--- src/rtl/div_pkg.sv ---
// rtl/div_pkg.sv - shared state encoding and constants for the iterative divider
package div_pkg;

    typedef enum logic [1:0] {
        IDLE = 2'd0,
        RUN  = 2'd1,
        DONE = 2'd2
    } div_state_t;

    // Widest divider this constant supports; the top slices it down to WIDTH.
    localparam int MAX_WIDTH = 64;

    // Quotient reported on divide-by-zero (all ones, i.e. -1).
    localparam logic [MAX_WIDTH-1:0] DIV0_QUOTIENT = '1;

endpackage

--- src/rtl/sub_borrow_n.sv ---
// rtl/sub_borrow_n.sv - N-bit ripple subtractor a - b with borrow out
module sub_borrow_n #(
    parameter int N = 33
) (
    input  logic [N-1:0] a,
    input  logic [N-1:0] b,
    output logic [N-1:0] diff,
    output logic         borrow
);

    logic [N:0] bw;

    assign bw[0] = 1'b0;

    // One full-subtractor cell per bit; the borrow ripples from LSB to MSB.
    for (genvar i = 0; i < N; i++) begin : g_cell
        assign diff[i]  = a[i] ^ b[i] ^ bw[i];
        assign bw[i+1]  = (~a[i] & b[i]) | (~(a[i] ^ b[i]) & bw[i]);
    end

    assign borrow = bw[N];

endmodule

--- src/rtl/iterative_divider.sv ---
// rtl/iterative_divider.sv - restoring shift-subtract divider, one quotient bit per clock
module iterative_divider
    import div_pkg::*;
#(
    parameter int WIDTH = 32
) (
    input  logic             clk,
    input  logic             reset,
    input  logic             start,
    input  logic             is_signed,
    input  logic [WIDTH-1:0] dividend,
    input  logic [WIDTH-1:0] divisor,
    output logic             busy,
    output logic             valid,
    output logic [WIDTH-1:0] quotient,
    output logic [WIDTH-1:0] remainder,
    output logic             div_by_zero
);

    localparam int CNT_W = $clog2(WIDTH + 1);

    div_state_t       state_q, state_d;
    logic             load, take_div0, step, finish;

    logic [WIDTH:0]   rem;
    logic [WIDTH-1:0] quo;
    logic [WIDTH-1:0] dvs_mag;
    logic [CNT_W-1:0] cnt;
    logic             sign_q, sign_r;

    logic [WIDTH-1:0] dvd_mag_in, dvs_mag_in;
    logic [WIDTH:0]   rem_shift, trial, rem_next;
    logic             trial_borrow;
    logic [WIDTH-1:0] quo_next, quo_fixed, rem_fixed;
    logic             unused_msbs;

    // Operand magnitudes, only folded when the operation is signed.
    assign dvd_mag_in = (is_signed && dividend[WIDTH-1]) ? (~dividend + WIDTH'(1)) : dividend;
    assign dvs_mag_in = (is_signed && divisor[WIDTH-1])  ? (~divisor + WIDTH'(1))  : divisor;

    // Partial remainder shifted left, pulling in the next dividend bit from quo.
    assign rem_shift = {rem[WIDTH-1:0], quo[WIDTH-1]};

    sub_borrow_n #(
        .N(WIDTH + 1)
    ) u_trial (
        .a      (rem_shift),
        .b      ({1'b0, dvs_mag}),
        .diff   (trial),
        .borrow (trial_borrow)
    );

    assign rem_next  = trial_borrow ? rem_shift : trial;
    assign quo_next  = {quo[WIDTH-2:0], ~trial_borrow};

    // Sign fix on the final iteration's values; -2^(WIDTH-1) wraps onto itself.
    assign quo_fixed = sign_q ? (~quo_next + WIDTH'(1)) : quo_next;
    assign rem_fixed = sign_r ? (~rem_next[WIDTH-1:0] + WIDTH'(1)) : rem_next[WIDTH-1:0];

    // The remainder never exceeds the divisor, so its top bit carries no information.
    assign unused_msbs = rem[WIDTH] ^ rem_next[WIDTH];

    assign busy  = (state_q == RUN);
    assign valid = (state_q == DONE);

    // State register.
    always_ff @(posedge clk) begin
        if (reset) state_q <= IDLE;
        else       state_q <= state_d;
    end

    // Next-state and datapath control strobes.
    always_comb begin
        state_d   = state_q;
        load      = 1'b0;
        take_div0 = 1'b0;
        step      = 1'b0;
        finish    = 1'b0;
        case (state_q)
            IDLE: begin
                if (start) begin
                    load = 1'b1;
                    if (divisor == '0) begin
                        take_div0 = 1'b1;
                        state_d   = DONE;
                    end else begin
                        state_d = RUN;
                    end
                end
            end
            RUN: begin
                step = 1'b1;
                if (cnt == CNT_W'(1)) begin
                    finish  = 1'b1;
                    state_d = DONE;
                end
            end
            DONE:    state_d = IDLE;
            default: state_d = IDLE;
        endcase
    end

    // Operand capture, iteration registers and result registers.
    always_ff @(posedge clk) begin
        if (reset) begin
            rem         <= '0;
            quo         <= '0;
            dvs_mag     <= '0;
            cnt         <= '0;
            sign_q      <= 1'b0;
            sign_r      <= 1'b0;
            quotient    <= '0;
            remainder   <= '0;
            div_by_zero <= 1'b0;
        end else begin
            if (load) begin
                rem     <= '0;
                quo     <= dvd_mag_in;
                dvs_mag <= dvs_mag_in;
                cnt     <= CNT_W'(WIDTH);
                sign_q  <= is_signed & (dividend[WIDTH-1] ^ divisor[WIDTH-1]);
                sign_r  <= is_signed & dividend[WIDTH-1];
            end
            if (take_div0) begin
                quotient    <= DIV0_QUOTIENT[WIDTH-1:0];
                remainder   <= dividend;
                div_by_zero <= 1'b1;
            end
            if (step) begin
                rem <= rem_next;
                quo <= quo_next;
                cnt <= cnt - CNT_W'(1);
            end
            if (finish) begin
                quotient    <= quo_fixed;
                remainder   <= rem_fixed;
                div_by_zero <= 1'b0;
            end
        end
    end

endmodule
--- config.mk ---
export PLATFORM = sky130hd
export DESIGN_NAME = iterative_divider
export DESIGN_NICKNAME = d
export VERILOG_FILES = /design/src/rtl/div_pkg.sv /design/src/rtl/sub_borrow_n.sv /design/src/rtl/iterative_divider.sv
export SDC_FILE = /design/constraint.sdc
export NUM_CORES = 1
export LEC_CHECK = 0
export BUFFER_PORTS_ARGS = -buffer_cell sky130_fd_sc_hd__buf_2
export CAP_MARGIN = 30
export CORE_UTILIZATION = 56
export CTS_BUF_LIST = sky130_fd_sc_hd__clkbuf_8 sky130_fd_sc_hd__clkbuf_16
export DETAILED_ROUTE_END_ITERATION = 16
export GPL_TIMING_DRIVEN = 0
export PLACE_DENSITY = 0.77
export SLEW_MARGIN = 20
export SYNTH_ARGS = -nofsm -noshare
export SYNTH_HDL_FRONTEND = slang
export SYNTH_HIERARCHICAL = 1
export SYNTH_SLANG_ARGS = --single-unit
--- constraint.sdc ---
create_clock -name clk -period 31.7 [get_ports clk]
set_input_delay 1.585 -clock clk [delete_from_list [all_inputs] [get_ports clk]]
set_output_delay 1.585 -clock clk [all_outputs]
set_load 0.02 [all_outputs]
==> flow_summary.toml <==
[die]
width_of_the_die_um = 141
core.rowCount = 50
core_area_mm2 = 0.0188
design.portCount = 135
initial_utilization = 0.573
die_area_mm2 = 0.0198
die_y_um = 141

[synthesis]
ys_seq_area_frac = 0.318
netlist_instances = 1316
dominantRegCellSynth = "sky130_fd_sc_hd__dfxtp_1"
ys_seq_elements = 171
post_synth_num_cell_types = 68
synth-edff-count = 0
post_synth.cell_area_avg_um2 = 8.18
synth.yosys.warnings = 6
post_synth_design_cell_area_mm2 = 0.0108
postSynthNetCount = 1423
postSynth.asyncResetShare = 0

[layout]
area_growth_syn_to_layout_pct = 14.5
mostFrequentLayoutCells = "sky130_fd_sc_hd__nor2_1, sky130_fd_sc_hd__dfxtp_1, sky130_fd_sc_hd__buf_2"
fin_util = 0.657
antenna-diode-count = 0
post_route_cells_drive_above_1_share = 0.165
fillCellCount = 1637
layout.cells.most_common = "sky130_fd_sc_hd__nor2_1"
design.final.nets = 1577

[sta]
timing_worst_slew_pin_value_ns = 0.950
finalSetupViolations = 0
clock-skew-final_ns = 0.0149
timing_hold_violations_final = 0
rsz0062_at_grt = "false"
totalNegativeSetupSlack_ns = 0
report.final.slew_viol_count = 0
fin_crit_ns = 18.03
final_clock_period_utilization_by_the_worst_path = 0.569
max-slew-margin-rel = 0.362
fmax_mhz = 55.5

[setup_path]
timing_worst_setup_path_type = "register to register"
cp_slowest_cell = "sky130_fd_sc_hd__a222oi_1"
timing.critical_path.mode_cell = "sky130_fd_sc_hd__fa_1"
crit_path_start_kind = "register"
crit_arrival_ns = 18.38
critical_path_peak_fanout = 10
timing.critical_path.required_ns = 32.05
worst_setup_path_end_kind = "register"
critical_path.max_stage_delay_ns = 0.80

[placed_design]
place.gp.congestion = 0.994
dp_hpwl_mm = 29.3
numPortBuffers = 134

[power]
pwr_density_cell_mw_per_mm2 = 46.6
static-leakage-power_nw = 4.88
peakVddDrop_mv = 0.0337

[grt]
vias_in_the_first_global_route = 10500
globalRouteOverflowTotal = 0
grt_first_pass_wirelength_mm = 58.3
track_usage = 0.390
initial_antenna_violation_count = 0
pin_count_of_the_biggest_net_entering_global_routing = 19

[worst_hold_path]
hold_path_class = "register to register"

[route]
top_signal_layer_used = "met4"
drtIter0Drc = 1379
routed_via_density = 6.45
drt_first_pass_iters = 8
met3RoutedLength_mm = 3.91
ant_nets = 0
wirelength_met1_mm = 15.5
drt-total-wl_mm = 38.0
drt_drc_violations_left = 0
routed_length_on_met2_mm = 16.5
route.detailed.wl_per_inst_um = 22.1
route.vias.total = 11100

[job]
cap_violations = 0

[clocking]
cts_tree = "done"
cts.reportedPaths.clkPinSlew_ns = 0.08
clk-insertion-delay-late_ns = 0.45
sink_count = 171
cts_resized = 0
cts-buffers-inserted = 17
clock_path_buffers = 2
postCtsSetupRepairBufs = 0
post_cts_hold_buffer_count = 0
cts_root_buffer = "sky130_fd_sc_hd__clkbuf_16"
clock_tree.htree_level_count = 4

[outcome]
status = "completed"
==> worst paths after layout <==
check	from	depth (start not counted)	slack (ns)	endpoint
max reg2reg	quo[31]	51	13.67	remainder[24]
min	dvs_mag[27]	2	0.48	dvs_mag[27]
max	quo[31]	51	13.67	remainder[24]
min reg2reg	dvs_mag[27]	2	0.48	dvs_mag[27]
==> sequential cells by signal, summed over array words and instances (netlist names) <==
register,flops
dvs_mag,32
div_by_zero,1
quo,32
sign_r,1
quotient,32
sign_q,1
rem,32
cnt,6
state_q,2
remainder,32
==> where the power goes <==
part           switching (mW)  total (mW)  internal [mW]
clock                   0.104       0.212          0.108
combinational          0.0813       0.125         0.0433
sequential             0.0121       0.238          0.226
total                   0.198       0.575          0.377
==> critical path: cells and delay by family, from the launching register on <==
family	cells	cell delay (ns)
buffers and inverters	10	1.96
flip-flops	1	0.46
multiplexers	1	0.41
AND/OR/NAND/NOR	4	1.29
adder cells (fa/ha/maj)	34	12.74
AO/OA/AOI/OAI	2	1.08
==> through the flow <==
step                worst slack (ns)  cells  area [um2]  power [mW]  hold WS, ns
global route                   13.13   1717       12300       0.595        0.502
floorplan                      15.89   1316       10800       0.319        0.440
CTS                            13.83   1716       12300       0.571        0.482
finish                         13.67   1717       12300       0.575        0.484
detailed placement             13.94   1684       11700       0.363        0.474
global placement               14.02   1684       11700       0.360        0.461
==> synthesized netlist by cell type, types with 23 or more instances <==
cell type                  count  area (um2)
sky130_fd_sc_hd__nor2_1      189         709
sky130_fd_sc_hd__dfxtp_1     171        3420
sky130_fd_sc_hd__inv_1        88         330
sky130_fd_sc_hd__a21oi_1      79         395
sky130_fd_sc_hd__clkbuf_1     70         263
sky130_fd_sc_hd__nand2_1      59         221
sky130_fd_sc_hd__xnor2_1      54         473
sky130_fd_sc_hd__xor2_1       48         420
sky130_fd_sc_hd__o21ai_0      45         225
sky130_fd_sc_hd__nor3_1       39         195
sky130_fd_sc_hd__a211oi_1     38         285
sky130_fd_sc_hd__fa_1         32         641
sky130_fd_sc_hd__a22oi_1      30         225
sky130_fd_sc_hd__a222oi_1     26         260
sky130_fd_sc_hd__mux2_2       23         259
==> area by class of cell <==
class / instances / area (um2) / area share
inverter: 89 / 334 / 0.0271
timing repair buffer: 135 / 676 / 0.0548
buffer: 93 / 368 / 0.0298
tap: 234 / 293 / 0.0238
multi-input combinational: 963 / 6640 / 0.539
sequential: 171 / 3420 / 0.278
clock buffer: 18 / 439 / 0.0356
clock inverter: 14 / 149 / 0.0121
==> routing by layer <==
metal / track usage / vias to the layer above
met1: 0.513 / 5187
met3: 0.0690 / 128
li1: - / 5068
met5: 0 / -
met4: 0.227 / 0
met2: 0.602 / 698
==> cell families (layout without fill, tap and decap cells) <==
logic type                 count (synthesis)  count (layout)  synth area share
adders and majority gates                 39              39            0.0677
other                                      1               1          0.000348
DFF                                      171             171             0.318
and+or+nand+nor                          431             431             0.197
AOI/OAI and AO/OA                        352             352             0.231
muxes                                     38              38            0.0380
xor gates and xnor gates                 102             102            0.0830
buffers and inverters                    182             349            0.0652
Power figures use the tool's default switching activity.
